--- src/rtl/uart_rx_deserializer.sv ---
// UART receive front end: rx synchroniser, 16x oversampling with a 3-sample majority vote,
// 8N1 deframing, and a one-entry valid/ready output register with ferr/brk/overrun status.
module uart_rx_deserializer #(
  parameter int unsigned DIV_W       = 16,
  parameter int unsigned SYNC_STAGES = 2
) (
  input  logic             clk,
  input  logic             rst,
  input  logic             rx,
  input  logic             en,
  input  logic [DIV_W-1:0] baud_div,
  output logic [7:0]       rx_data,
  output logic             rx_valid,
  input  logic             rx_ready,
  output logic             rx_ferr,
  output logic             rx_brk,
  output logic             overrun,
  output logic             busy
);

  localparam logic [1:0] StIdle  = 2'd0;
  localparam logic [1:0] StStart = 2'd1;
  localparam logic [1:0] StData  = 2'd2;
  localparam logic [1:0] StStop  = 2'd3;

  logic [SYNC_STAGES-1:0] sync_q, sync_d;
  logic                   rx_prev_q, rx_prev_d;
  logic [1:0]             state_q, state_d;
  logic [DIV_W-1:0]       cnt_q, cnt_d;
  logic [3:0]             scnt_q, scnt_d;
  logic [2:0]             bidx_q, bidx_d;
  logic [7:0]             shift_q, shift_d;
  logic                   s7_q, s7_d;
  logic                   s8_q, s8_d;
  logic [7:0]             rx_data_q, rx_data_d;
  logic                   rx_valid_q, rx_valid_d;
  logic                   rx_ferr_q, rx_ferr_d;
  logic                   rx_brk_q, rx_brk_d;
  logic                   overrun_q, overrun_d;

  logic rx_s, fall, tick, mid, last, vote, emit;

  always_comb begin
    sync_d    = {sync_q[SYNC_STAGES-2:0], rx};
    rx_s      = sync_q[SYNC_STAGES-1];
    rx_prev_d = rx_s;
    fall      = rx_prev_q & ~rx_s;

    // Counter is held at 0 while idle so the tick phase starts at the start edge.
    tick = en && (state_q != StIdle) && (cnt_q == baud_div);
    if (!en || (state_q == StIdle) || tick) begin
      cnt_d = '0;
    end else begin
      cnt_d = cnt_q + DIV_W'(1);
    end

    mid  = tick && (scnt_q == 4'd9);
    last = tick && (scnt_q == 4'd15);
    vote = (s7_q & s8_q) | (s7_q & rx_s) | (s8_q & rx_s);

    s7_d    = (tick && (scnt_q == 4'd7)) ? rx_s : s7_q;
    s8_d    = (tick && (scnt_q == 4'd8)) ? rx_s : s8_q;
    scnt_d  = tick ? scnt_q + 4'd1 : scnt_q;
    state_d = state_q;
    bidx_d  = bidx_q;
    shift_d = shift_q;
    emit    = 1'b0;

    if (!en) begin
      state_d = StIdle;
    end else begin
      case (state_q)
        StIdle: begin
          if (fall) begin
            state_d = StStart;
            scnt_d  = 4'd0;
          end
        end
        StStart: begin
          if (mid && vote) begin
            state_d = StIdle;
          end else if (last) begin
            state_d = StData;
            bidx_d  = 3'd0;
          end
        end
        StData: begin
          if (mid) begin
            shift_d = {vote, shift_q[7:1]};
          end
          if (last) begin
            if (bidx_q == 3'd7) begin
              state_d = StStop;
            end else begin
              bidx_d = bidx_q + 3'd1;
            end
          end
        end
        StStop: begin
          // Leave at mid-stop so a back-to-back start edge is not missed.
          if (mid) begin
            emit    = 1'b1;
            state_d = StIdle;
          end
        end
        default: state_d = StIdle;
      endcase
    end
  end

  always_comb begin
    rx_data_d  = rx_data_q;
    rx_valid_d = rx_valid_q;
    rx_ferr_d  = rx_ferr_q;
    rx_brk_d   = rx_brk_q;
    overrun_d  = 1'b0;
    if (emit) begin
      if (!rx_valid_q || rx_ready) begin
        rx_data_d  = shift_q;
        rx_ferr_d  = ~vote;
        rx_brk_d   = ~vote & (shift_q == 8'h00);
        rx_valid_d = 1'b1;
      end else begin
        overrun_d = 1'b1;
      end
    end else if (rx_valid_q && rx_ready) begin
      rx_valid_d = 1'b0;
    end
  end

  always_ff @(posedge clk) begin
    if (rst) begin
      sync_q     <= '1;
      rx_prev_q  <= 1'b1;
      state_q    <= StIdle;
      cnt_q      <= '0;
      scnt_q     <= 4'd0;
      bidx_q     <= 3'd0;
      shift_q    <= 8'h00;
      s7_q       <= 1'b1;
      s8_q       <= 1'b1;
      rx_data_q  <= 8'h00;
      rx_valid_q <= 1'b0;
      rx_ferr_q  <= 1'b0;
      rx_brk_q   <= 1'b0;
      overrun_q  <= 1'b0;
    end else begin
      sync_q     <= sync_d;
      rx_prev_q  <= rx_prev_d;
      state_q    <= state_d;
      cnt_q      <= cnt_d;
      scnt_q     <= scnt_d;
      bidx_q     <= bidx_d;
      shift_q    <= shift_d;
      s7_q       <= s7_d;
      s8_q       <= s8_d;
      rx_data_q  <= rx_data_d;
      rx_valid_q <= rx_valid_d;
      rx_ferr_q  <= rx_ferr_d;
      rx_brk_q   <= rx_brk_d;
      overrun_q  <= overrun_d;
    end
  end

  assign rx_data  = rx_data_q;
  assign rx_valid = rx_valid_q;
  assign rx_ferr  = rx_ferr_q;
  assign rx_brk   = rx_brk_q;
  assign overrun  = overrun_q;
  assign busy     = (state_q != StIdle);

endmodule

--- config.mk ---
export PLATFORM = sky130hd
export DESIGN_NAME = uart_rx_deserializer
export DESIGN_NICKNAME = d
export VERILOG_FILES = /design/src/rtl/uart_rx_deserializer.sv
export SDC_FILE = /design/constraint.sdc
export NUM_CORES = 1
export LEC_CHECK = 0
export BUFFER_PORTS_ARGS = -buffer_cell sky130_fd_sc_hd__buf_4
export CAP_MARGIN = 20
export CELL_PAD_IN_SITES_DETAIL_PLACEMENT = 1
export CELL_PAD_IN_SITES_GLOBAL_PLACEMENT = 2
export CORE_UTILIZATION = 34
export CTS_CLUSTER_SIZE = 24
export DETAILED_ROUTE_END_ITERATION = 10
export PLACE_DENSITY_LB_ADDON = 0.1
export SETUP_SLACK_MARGIN = 0.4
export SLEW_MARGIN = 15
export SYNTH_ARGS = -nofsm -noshare
export SYNTH_HDL_FRONTEND = slang
export SYNTH_SLANG_ARGS = --single-unit
--- constraint.sdc ---
create_clock -name clk -period 2.7 [get_ports clk]
set_input_delay 0.54 -clock clk [delete_from_list [all_inputs] [get_ports clk]]
set_output_delay 0.54 -clock clk [all_outputs]
set_load 0.02 [all_outputs]
# == Word level (Yosys, flattened, before mapping) ==
# Index checks and enable logic that the tools add are counted.
# Widths: inputs -> output; s select.
# classes
add_sub_neg,3
n_mul,0
div_mod_pow,0
magnitude_cmp,0
eq_ne,18
shifts,0
mux,23
bitwise,11
reduce_logical,26
# op_table
operator,n
$add 16x1->16 const B,1
$eq 16x16->1,1
$mux 4,4
$ne 2x2->1 const B,7
$eq 4x4->1 const B,3
$mux 2,6
$mux 3,4
$logic_and 1x1->1,8
$logic_not 8->1,1
$pmux 2 s4,1
$mux 1,7
$pmux 3 s2,1
$reduce_and 6->1,1
$reduce_bool 2->1,3
$reduce_or 2->1,3
$and 1x1->1,5
$reduce_and 5->1,1
$add 4x1->4 const B,1
$eq 2x2->1 const B,2
$eq 4x3->1 const B,1
$not 1->1,4
$reduce_and 2->1,2
$add 3x1->3 const B,1
$eq 3x3->1 const B,1
8 further kinds,12
# word_totals
regBits,50
latchBits,0
ram_bits,0
rom_bits,0
out_inout_bits,13
word_cells,95
n_memories,0

# == Depth between registers and ports, before layout ==
# Gate-level depths: netlist of run 1.
# depth
ltp_word,9
depth_mapped,7
depth_no_buf,7

# == Worst setup path after synthesis of run 1 ==
# OpenSTA, ideal clock, no wires.
# synth_path
path_kind,input-to-reg
start,input baud_div[11]
end,"register rx_brk_q, in the netlist rx_brk"
setup_ps,121
arrival_ps,2225
required_ps,2579
setup_slack_ps,354
cell_stages,6
n_path_buf,1
path_cell_list,xor2_1 nor4_1 nand4_2 or4b_1 buf_6 mux2_4
# synth_between
elab_chain_cells,7
# synth_rtl
element,line,source
start: declaration,11,"input logic [DIV_W-1:0] baud_div,"
$eq 16x16->1,50,tick = en && (state_q != StIdle) && (cnt_q == baud_div);
$logic_and 1x1->1,50,
$logic_and 1x1->1,57,mid = tick && (scnt_q == 4'd9);
$mux 1,101,if (mid) begin
$mux 1,72,case (state_q)
$mux 1,69,if (!en) begin
$reduce_and 2->1 (no line),--,
end signal: assignment,160,rx_brk_q <= rx_brk_d;
end: declaration,38,"logic rx_brk_q, rx_brk_d;"
# No other way between the ends.
# A chain may end at the register's enable or synchronous reset.

# == Worst setup path after layout of run 1 ==
# layout_path
start,register cnt_q[9]
end,"register rx_data_q[4], in the netlist rx_data[4]"
# layout_between
elab_chain_cells,7
# layout_rtl
element,line,source
start: declaration,29,"logic [DIV_W-1:0] cnt_q, cnt_d;"
start signal: assignment,151,cnt_q <= cnt_d;
$eq 16x16->1,50,
$logic_and 1x1->1,50,
$logic_and 1x1->1,57,
$mux 1,101,
$mux 1,72,
$mux 1,69,
$reduce_and 2->1 (no line),--,
end signal: assignment,157,rx_data_q <= rx_data_d;
end: declaration,35,"logic [7:0] rx_data_q, rx_data_d;"
# No other way between the ends.

==> reports/qor.log, run 1 <==
[run_status] status finished, violations left
[setup_path] CP startpoint kind flip-flop
[synthesis] most frequently used flop master after synthesis sky130_fd_sc_hd__dfxtp_1
[placed_design] pre-CTS setup slack 142 ps
[clock_tree] Skew-Pair Late Insertion Delay 320 ps
[synthesis] post-synthesis instance area 2330 um^2
[synthesis] number of enable flip-flop cells after synthesis 0
[die] x dimension of the die 84.8 um
[setup_path] Setup Crit Path Kind flip-flop to flip-flop
[setup_path] CP max-delay cell sky130_fd_sc_hd__or4b_1
[setup_path] Slowest Stage Delay on Critical Path 640 ps
[timing] worst setup skew after layout 13.4 ps
[detailed_routing] via density per instance 5.00
[clock_tree] number of clock buffers inserted by TritonCTS 5
[min_path] Hold Startpoint rx
[detailed_routing] First-pass DRT Iterations 7
[pwr] maximum ir drop on the vdd rail 0.232 mV
[setup_path] cells traversed along the worst timing path xor2_1 -> nor4_2 -> nand4_2 -> or4b_1 -> buf_4 -> mux2i_1
[timing] tightest slew margin relative to the limit 0.645
[detailed_routing] mean routed wirelength per cell 14.0 um
[timing] total negative slack for setup checks 0 ps
[run_status] violations in the final reports DRC
[synthesis] post-synthesis cell type count 39
[synthesis] yosys synthesis warning count 0
[placed_design] Port Buffer Count 33
[pwr] total power divided by cell area 456 nW/um^2
[setup_path] WP data arrival 2370 ps
[setup_path] biggest fanout along the worst timing path 6
[timing] Worst Tran Pin Value 531 ps
[global_route] largest net degree at the start of global routing 21
[layout] final design utilization 0.429
[placed_design] placer's final routability congestion estimate 0.724
[global_route] initial antenna violation count 0
[timing] max-slew violation count 0
[die] number of ports placed on the die boundary 34
[pwr] Lkg Pwr 1.20 nW
[layout] area added between synthesis and finish 19.6%
[clock_tree] clock root buffer master sky130_fd_sc_hd__clkbuf_8
[pwr] Final Power 1.27 mW
[setup_path] R2R depth 6
[timing] post-route worst setup slack 537 ps
[min_path] Worst Hold Endpoint sync_q[0]
[timing] unrepaired setup endpoints after global routing false
[timing] Final Hold Violating Endpoints 0
[detailed_routing] 1st-iter DRT viols 65
[layout] fraction of layout cells with a size suffix above 1 0.202
[job] total of max-cap violations 0
[layout] count of fill cells added during filler insertion 779
[synthesis] share of the yosys chip area belonging to registers 0.429
[synthesis] synthesized area per cell 9.18 um^2
[die] number of cell rows 29
[setup_path] cell class contributing the biggest share of worst-path delay simple AND/OR/NAND/NOR gates
[clock_tree] number of buffers on the longest clock path 2
[layout] sequential cell area 1000 um^2
[setup_path] Req. time, crit path 2900 ps
[synthesis] Synth async-reset ratio 0
[layout] number of nets at the end of the flow 318
[synthesis] Synth Instances 254
[setup_path] capture instance of the worst register-to-register path rx_data[4]
[clock_tree] H-tree lvl count 2
[synthesis] top cell type's share of synthesized area 0.429
[synthesis] number of register bits inferred by synthesis 50
[clock_tree] sink count of the clock tree 50
[synthesis] top cell type by total area after synthesis sky130_fd_sc_hd__dfxtp_1
[timing] f_max 462 MHz
[clock_tree] clock tree from TritonCTS yes
[min_path] cell depth of the worst min-delay path 2
[global_route] vias in the first global route 1916
[layout] multi-input gate area in the final layout 1260 um^2
[global_route] GRT Residual Overflow 0
[die] area of the core 6490 um^2
[global_route] global-route wire length before repair 8910 um
[global_route] global-route total usage across every layer 0.156
[timing] Period minus WS final 2160 ps
[layout] antenna cell count 0
[detailed_routing] overall routed net length 5160 um
[clock_tree] clock slew at reported path FFs 100 ps
[min_path] Hold WC Path Type input port to flip-flop
[placed_design] HPWL after detailed placement 3860 um
[die] Die Ht 84.8 um
[synthesis] main area contributors after synthesis sky130_fd_sc_hd__dfxtp_1 (43%), sky130_fd_sc_hd__xor2_1 (9.0%), sky130_fd_sc_hd__mux2i_1 (8.2%)
[detailed_routing] Antenna Violating Nets Remaining 0
[detailed_routing] routed vias 1846
[timing] crit share post-route 0.801
[setup_path] Critical Path Sink Type flip-flop
[setup_path] register-to-register setup slack 540 ps
[setup_path] worst r2r src cnt_q[9]
[timing] number of endpoints failing setup at the final stage 0
[die] effective utilization at floorplan 0.359
[clock_tree] number of hold buffers added after cts 0
[die] DIE AREA 7190 um^2
[setup_path] WP buf/inv 1
[synthesis] Mapped Nets 281
[clock_tree] post-CTS setup buffers 0
[detailed_routing] remaining design rule violation count 3
-- cell type report --
type | count | share of cell area
Clock buffer | 5 | 0.0247
Clock inverter | 3 | 0.00942
Inverter | 8 | 0.0108
Multi-Input combinational cell | 186 | 0.454
Sequential cell | 50 | 0.359
Tap cell | 77 | 0.0345
Timing Repair Buffer | 40 | 0.108
-- cells in the final DEF, fill, tap and decap left out, drive strengths merged, types with 5 or more instances in the layout --
master	instances
dfxtp	50
buf	40
nand2	33
nor2	27
xor2	24
mux2i	19
inv	10
nand3	9
nor4	7
nor2b	6
nor3	6
xnor2	6
ha	6
clkbuf	5
-- worst register-to-register path, stage by stage (launching register included) --
cell	delay (ps)
sky130_fd_sc_hd__dfxtp_1	360
sky130_fd_sc_hd__xor2_1	160
sky130_fd_sc_hd__nor4_2	350
sky130_fd_sc_hd__nand4_2	200
sky130_fd_sc_hd__or4b_1	640
sky130_fd_sc_hd__buf_4	240
sky130_fd_sc_hd__mux2i_1	120
-- kinds of logic (layout without fill, tap and decap cells) --
logic type	after synthesis	after routing	share of synthesized area
buffers and inverters	18	56	0.0360
flip-flops	50	50	0.429
AO/OA/AOI/OAI	18	18	0.0537
XOR/XNOR	30	30	0.113
multiplexers	22	22	0.0993
adder cells (fa/ha/maj)	7	7	0.0365
AND/OR/NAND/NOR	109	109	0.232
-- timing repair --
item	in CTS	in global routing
endpoints found under the setup margin	0	11
hold endpoints to repair	0	0
resized for setup	0	4
-- Yosys cell counts (all sizes together) (2+ instances only) --
| cell type | number |
|---|---|
| a21oi | 4 |
| a22o | 2 |
| and3 | 3 |
| buf | 3 |
| clkbuf | 7 |
| dfxtp | 50 |
| ha | 6 |
| inv | 8 |
| mux2 | 3 |
| mux2i | 19 |
| nand2 | 33 |
| nand2b | 2 |
| nand3 | 9 |
| nand4 | 4 |
| nor2 | 27 |
| nor2b | 6 |
| nor3 | 6 |
| nor4 | 7 |
| o21ai | 4 |
| o31ai | 3 |
| or2 | 2 |
| or3 | 3 |
| or4 | 3 |
| xnor2 | 6 |
| xor2 | 24 |
-- power breakdown --
group	internal [mW]	total, mW	switching [mW]
clock	0.191	0.470	0.279
combinational	0.0306	0.0594	0.0287
sequential	0.739	0.741	0.00142
total	0.961	1.27	0.309
-- how the worst max path moves through the flow --
stage,to,start,cells past startpoint
global placement,rx_data[4],baud_div[11],7
floorplan,rx_brk,baud_div[4],6
finish,rx_data[4],cnt_q[9],6
global route,bidx_q[0],cnt_q[11],6
detailed placement,rx_data[2],baud_div[11],7
CTS,rx_data[4],cnt_q[11],6
-- flip-flops by register name, indices dropped and copies added, names as in the netlist, 2 cells and up, named ones only --
signal,flops
bidx_q,3
cnt_q,16
rx_data,8
scnt_q,4
shift_q,8
sync_q,2
-- per-stage QoR --
step / hold WS (ps) / instance area, um^2 / std cells
after detailed placement: 398 / 2670 / 361
final: 403 / 2790 / 369
after CTS: 393 / 2770 / 369
after floorplan: 389 / 2330 / 254
after global placement: 399 / 2670 / 361
after global routing: 398 / 2790 / 369
-- metal layers --
layer  vias up  routed length, um  share of wire  track usage
li1        939                  -              -            -
met1       871               2540           0.49        0.203
met2        29               2360           0.46        0.259
met3         7                194          0.038       0.0305
met4         0                 68          0.013       0.0508
met5         -                  0              0            0
Power figures use the tool's default switching activity.
==> inputs of run 2 (changes only) <==
- clock period: 2.7 -> 2 ns (I/O delays scaled with it)
==> reports/qor.log, run 2 (same netlist as run 1, synthesis figures left out) <==
[run_status] status finished, violations left
[run_status] violations in the final reports DRC, setup timing
[layout] most frequent cells in the layout sky130_fd_sc_hd__buf_4 (62), sky130_fd_sc_hd__dfxtp_1 (47), sky130_fd_sc_hd__nand2_1 (32)
[setup_path] Setup Crit Path Kind flip-flop to flip-flop
[pwr] power dissipated by switching net loads 388 uW [+25%]
[die] Die Ht 84.8 um [unchanged]
[timing] Period minus WS final 2060 ps [-106 ps]
[timing] Worst Tran Pin Value 402 ps [-129 ps]
[detailed_routing] 1st-iter DRT viols 52 [-20%]
[timing] Worst Hold Slack 274 ps [-129 ps]
[min_path] Hold WC Path Type input port to flip-flop
[placed_design] HPWL after detailed placement 4200 um [+8.8%]
[global_route] largest net degree at the start of global routing 21 [unchanged]
[detailed_routing] via density per instance 4.96 [-0.85%]
[setup_path] Critical Path Sink Type flip-flop
[timing] total negative slack for setup checks -589 ps [-589 ps]
[setup_path] instance count on the critical path 5 [-1]
[placed_design] placer's final routability congestion estimate 0.747 [+3.2%]
[detailed_routing] routed vias 1999 [+8.3%]
[layout] area of all placed cells without fillers 3320 um^2 [+19%]
[layout] sequential cell area 1000 um^2 [+0.25%]
[setup_path] WP data arrival 2260 ps [-110 ps]
[clock_tree] H-tree lvl count 2 [unchanged]
[pwr] Lkg Pwr 1.44 nW [+20%]
[detailed_routing] First-pass DRT Iterations 9 [+2]
[timing] Final Hold Violating Endpoints 0 [unchanged]
[timing] max-slew violation count 0 [unchanged]
[die] number of cell rows 29 [unchanged]
[detailed_routing] remaining design rule violation count 4 [+1]
[layout] final cell count without fillers 403 [+9.2%]
[timing] unrepaired setup endpoints after global routing true
[setup_path] Req. time, crit path 2210 ps [-690 ps]
[layout] antenna cell count 0 [unchanged]
[setup_path] CP Launch Point cnt_q[9]
[setup_path] capture instance of the worst register-to-register path rx_brk
[setup_path] CP max-delay cell sky130_fd_sc_hd__or4b_4
[setup_path] WP buf/inv 0 [-1]
[global_route] global-route wire length before repair 9890 um [+11%]
[pwr] Reg power frac 0.585 [+0.002]
[global_route] vias in the first global route 2127 [+11%]
[timing] tightest slew margin relative to the limit 0.730 [+0.0850]
[setup_path] R2R depth 5 [-1]
[placed_design] Port Buffer Count 33 [unchanged]
[detailed_routing] mean routed wirelength per cell 14.9 um [+6.1%]
[pwr] share of total power in combinational logic 0.052 [+0.005]
[detailed_routing] Antenna Violating Nets Remaining 0 [unchanged]
[setup_path] register-to-register setup slack -60 ps [-590 ps]
[timing] crit share post-route 1.03 [+0.227]
[global_route] initial antenna violation count 0 [unchanged]
[pwr] switching fraction of total power 0.227 [-0.0167]
[pwr] clock power share 0.364 [-0.006]
[setup_path] cell class contributing the biggest share of worst-path delay simple AND/OR/NAND/NOR gates
[setup_path] CP startpoint kind flip-flop
[global_route] global-route total usage across every layer 0.176 [+0.0205]
[clock_tree] clock tree from TritonCTS yes
[layout] largest register by flop count cnt_q
[timing] worst setup skew after layout 6.94 ps [-6.50 ps]
[setup_path] Slowest Stage Delay on Critical Path 570 ps [-70 ps]
[placed_design] pre-CTS setup slack -392 ps [-534 ps]
[die] area of the core 6490 um^2 [unchanged]
[clock_tree] number of clock buffers inserted by TritonCTS 5 [unchanged]
[timing] number of endpoints failing setup at the final stage 20 [+20]
[layout] Largest register FFs 16 [unchanged]
[pwr] Final Power 1.71 mW [+35%]
[placed_design] placed inst area 2870 um^2 [+7.4%]
[pwr] cell-internal power 1.32 mW [+38%]
[die] DIE AREA 7190 um^2 [unchanged]
[clock_tree] clock slew at reported path FFs 90 ps [about the same]
[die] number of ports placed on the die boundary 34 [unchanged]
[clock_tree] Skew-Pair Late Insertion Delay 310 ps [about the same]
[layout] number of nets at the end of the flow 352 [+11%]
[setup_path] biggest fanout along the worst timing path 4 [-2]
[placed_design] Inst Count DP 385 [+6.6%]
[global_route] GRT Residual Overflow 0 [unchanged]
[setup_path] cells traversed along the worst timing path xor2_1 -> nor4_2 -> nand4_4 -> or4b_4 -> mux2_4
[setup_path] worst r2r src cnt_q[9]
[layout] multi-input gate area in the final layout 1460 um^2 [+16%]
[timing] f_max 486 MHz [+5.2%]
[layout] most common cell after layout, fill and taps aside sky130_fd_sc_hd__buf_4
[layout] count of fill cells added during filler insertion 731 [-6.2%]
[pwr] maximum ir drop on the vdd rail 0.239 mV [+3.0%]
[setup_path] worst setup path endpoint rx_brk
[pwr] total power divided by cell area 514 nW/um^2 [+13%]
[die] x dimension of the die 84.8 um [unchanged]
[clock_tree] sink count of the clock tree 50 [unchanged]
[timing] post-route worst setup slack -56.7 ps [-594 ps]
[layout] fraction of layout cells with a size suffix above 1 0.380 [+0.178]
[layout] final design utilization 0.512 [+0.0825]
[job] total of max-cap violations 0 [unchanged]
[clock_tree] number of hold buffers added after cts 0 [unchanged]
[detailed_routing] overall routed net length 5990 um [+16%]
[clock_tree] clock root buffer master sky130_fd_sc_hd__clkbuf_8
[layout] area added between synthesis and finish 42.6%
[clock_tree] number of buffers on the longest clock path 2 [unchanged]
[die] effective utilization at floorplan 0.359 [unchanged]
## run 2: layout make-up
cell class              count  share of cell area
clock buffers               7              0.0260
clock inverters             1             0.00151
inverters                   8             0.00903
multi-input cells         186               0.440
flip-flops and latches     50               0.302
well taps                  77              0.0290
repair buffers             74               0.192
## run 2: timing repair
| item | 4_1_cts | 5_1_grt |
|---|---|---|
| endpoints found under the hold margin | 0 | 0 |
| buffers inserted | 8 | 1 |
| resized for setup | 38 | 25 |
| gates cloned | 1 | 0 |
| setup endpoints to repair | 48 | 48 |
| pin swaps | 18 | 13 |
## run 2: power by group through the flow
stage	registers (mW)	clock network [mW]	logic, mW
finish	1.00	0.622	0.0885
detailed placement	1.02	0	0.0813
CTS	1.00	0.651	0.0881
global route	1.00	0.694	0.0960
floorplan	1.02	0	0.0330
global placement	1.02	0	0.0810
## run 2: how the worst min path moves through the flow
stage               slack [ps]  startpoint  depth (start not counted)        end
finish                     270          rx                          2  sync_q[0]
CTS                        270          rx                          2  sync_q[0]
global placement           400   sync_q[0]                          1  sync_q[1]
global route               260          rx                          2  sync_q[0]
detailed placement         400   sync_q[0]                          1  sync_q[1]
floorplan                  390   sync_q[0]                          1  sync_q[1]
## run 2: metal layers
layer	up-vias	part of all wire	track usage
met3	6	0.027	0.0344
met1	956	0.48	0.224
met2	30	0.48	0.299
li1	1007	-	-
met5	-	0	0
met4	0	0.013	0.0601
## run 2: worst reg2reg max path, cell delays in order (launching register included)
cell                      delay [ps]
sky130_fd_sc_hd__dfxtp_1         330
sky130_fd_sc_hd__xor2_1          150
sky130_fd_sc_hd__nor4_2          390
sky130_fd_sc_hd__nand4_4         200
sky130_fd_sc_hd__or4b_4          570
sky130_fd_sc_hd__mux2_4          310
==> inputs of run 3 (changes only) <==
- SETUP_SLACK_MARGIN: 0.4 -> not set
==> reports/qor.log, run 3 (same netlist as run 1, synthesis figures left out) <==
[timing] total negative slack for setup checks -266 ps [+323 ps]
[layout] number of nets at the end of the flow 345 [-2.0%]
[die] Die Ht 84.8 um [unchanged]
[min_path] Hold WC Path Type input port to flip-flop
[die] area of the core 6490 um^2 [unchanged]
[run_status] violations in the final reports DRC, setup timing
[detailed_routing] First-pass DRT Iterations 7 [-2]
[timing] Worst Hold Slack 285 ps [+10.6 ps]
[timing] Worst Tran Pin Value 423 ps [+21.3 ps]
[layout] most common cell after layout, fill and taps aside sky130_fd_sc_hd__buf_4
[setup_path] cells traversed along the worst timing path xor2_2 -> nor4_4 -> buf_4 -> nand4_4 -> or4b_4 -> mux2_4
[die] number of cell rows 29 [unchanged]
[detailed_routing] routed vias 1938 [-3.1%]
[timing] f_max 487 MHz [+0.17%]
[clock_tree] clock tree from TritonCTS yes
[setup_path] CP startpoint kind flip-flop
[pwr] total power divided by cell area 573 nW/um^2 [+11%]
[detailed_routing] via density per instance 4.89 [-1.3%]
[clock_tree] number of clock buffers inserted by TritonCTS 5 [unchanged]
[timing] unrepaired setup endpoints after global routing true
[detailed_routing] overall routed net length 5470 um [-8.6%]
[job] total of max-cap violations 0 [unchanged]
[setup_path] biggest fanout along the worst timing path 4 [unchanged]
[layout] largest register by flop count cnt_q
[setup_path] cell class contributing the biggest share of worst-path delay simple AND/OR/NAND/NOR gates
[placed_design] pre-CTS setup slack -520 ps [-128 ps]
[timing] Period minus WS final 2050 ps [-3.48 ps]
[clock_tree] clock slew at reported path FFs 90 ps [about the same]
[layout] fraction of layout cells with a size suffix above 1 0.310 [-0.0700]
[clock_tree] number of hold buffers added after cts 0 [unchanged]
[global_route] vias in the first global route 1929 [-9.3%]
[setup_path] WP buf/inv 1 [+1]
[timing] post-route worst setup slack -53.2 ps [+3.48 ps]
[setup_path] Req. time, crit path 2200 ps [about the same]
[placed_design] placer's final routability congestion estimate 0.719 [-3.7%]
[die] effective utilization at floorplan 0.359 [unchanged]
[global_route] largest net degree at the start of global routing 18 [-14%]
[layout] antenna cell count 0 [unchanged]
[setup_path] Slowest Stage Delay on Critical Path 570 ps [about the same]
[setup_path] Critical Path Sink Type flip-flop
[setup_path] WP data arrival 2250 ps [about the same]
[global_route] initial antenna violation count 0 [unchanged]
[timing] crit share post-route 1.03 [-0.00174]
[pwr] Lkg Pwr 1.39 nW [-3.5%]
[layout] area added between synthesis and finish 34.1%
[placed_design] Inst Count DP 385 [unchanged]
[timing] number of endpoints failing setup at the final stage 11 [-45%]
[global_route] GRT Residual Overflow 0 [unchanged]
[global_route] global-route wire length before repair 9380 um [-5.2%]
[clock_tree] H-tree lvl count 2 [unchanged]
[timing] worst setup skew after layout 7.43 ps [+0.487 ps]
[placed_design] Port Buffer Count 33 [unchanged]
[detailed_routing] 1st-iter DRT viols 46 [-12%]
[layout] final cell count without fillers 396 [-1.7%]
[detailed_routing] mean routed wirelength per cell 13.8 um [-7.0%]
[pwr] maximum ir drop on the vdd rail 0.240 mV [+0.16%]
[layout] Largest register FFs 16 [unchanged]
[detailed_routing] remaining design rule violation count 4 [unchanged]
[clock_tree] clock root buffer master sky130_fd_sc_hd__clkbuf_8
[clock_tree] number of buffers on the longest clock path 2 [unchanged]
[clock_tree] sink count of the clock tree 50 [unchanged]
[die] number of ports placed on the die boundary 34 [unchanged]
[detailed_routing] Antenna Violating Nets Remaining 0 [unchanged]
[die] x dimension of the die 84.8 um [unchanged]
[placed_design] HPWL after detailed placement 4070 um [-3.1%]
[timing] tightest slew margin relative to the limit 0.716 [-0.0143]
[clock_tree] Skew-Pair Late Insertion Delay 300 ps [about the same]
[die] DIE AREA 7190 um^2 [unchanged]
[layout] most frequent cells in the layout sky130_fd_sc_hd__buf_4 (63), sky130_fd_sc_hd__dfxtp_1 (48), sky130_fd_sc_hd__nand2_1 (33)
[timing] Final Hold Violating Endpoints 0 [unchanged]
[run_status] status finished, violations left
[timing] max-slew violation count 0 [unchanged]
[setup_path] CP max-delay cell sky130_fd_sc_hd__or4b_4
[global_route] global-route total usage across every layer 0.165 [-0.0111]
[setup_path] Setup Crit Path Kind flip-flop to flip-flop
-- run 3: final timing paths --
kind / cells past startpoint / end / slack, ps / start
min: 2 / sync_q[0] / 280 / rx
max reg2reg: 6 / rx_brk / -50 / cnt_q[11]
max: 6 / rx_brk / -50 / cnt_q[11]
min reg2reg: 1 / sync_q[1] / 420 / sync_q[0]
-- run 3: per-layer routing --
| metal | vias to the layer above | wire (um) | track usage |
|---|---|---|---|
| met5 | - | 0 | 0 |
| met4 | 0 | 30 | 0.0462 |
| met3 | 2 | 166 | 0.0315 |
| met2 | 29 | 2600 | 0.270 |
| met1 | 916 | 2680 | 0.223 |
| li1 | 991 | - | - |
-- run 3: timing repair --
item | 4_1_cts | 5_1_grt
endpoints found under the setup margin | 27 | 30
setup buffers | 4 | 0
resized for setup | 13 | 13
pin swaps | 5 | 5
-- run 3: report_power, final --
group          total [mW]  switching (mW)  leakage [nW]  internal, mW
sequential          0.999         0.00199         0.404         0.997
combinational      0.0878          0.0435         0.934        0.0443
clock               0.704           0.331        0.0514         0.374
-- run 3: area by class of cell --
type	instances	area [um^2]
repair buffers	67	527
clock inverters	2	37.5
multi-input cells	186	1360
fillers	761	3370
clock buffers	6	72.6
inverters	8	30.0
flip-flops and latches	50	1000
well taps	77	96.3
-- run 3: worst reg2reg max path, delay by kind of cell, from the launching register on --
| family | cells | cell delay (ps) |
|---|---|---|
| simple gates | 3 | 970 |
| mux | 1 | 320 |
| flops | 1 | 350 |
| xor+xnor | 1 | 160 |
| buf+inv | 1 | 170 |
-- run 3: per-stage QoR --
step | cell area (um^2) | power, mW | util
6_report | 3130 | 1.79 | 0.481
5_1_grt | 3130 | 1.89 | 0.481
4_1_cts | 3070 | 1.82 | 0.473
3_5_place_dp | 2870 | 1.10 | 0.441
3_3_place_gp | 2870 | 1.10 | 0.441
2_1_floorplan | 2340 | 1.06 | -
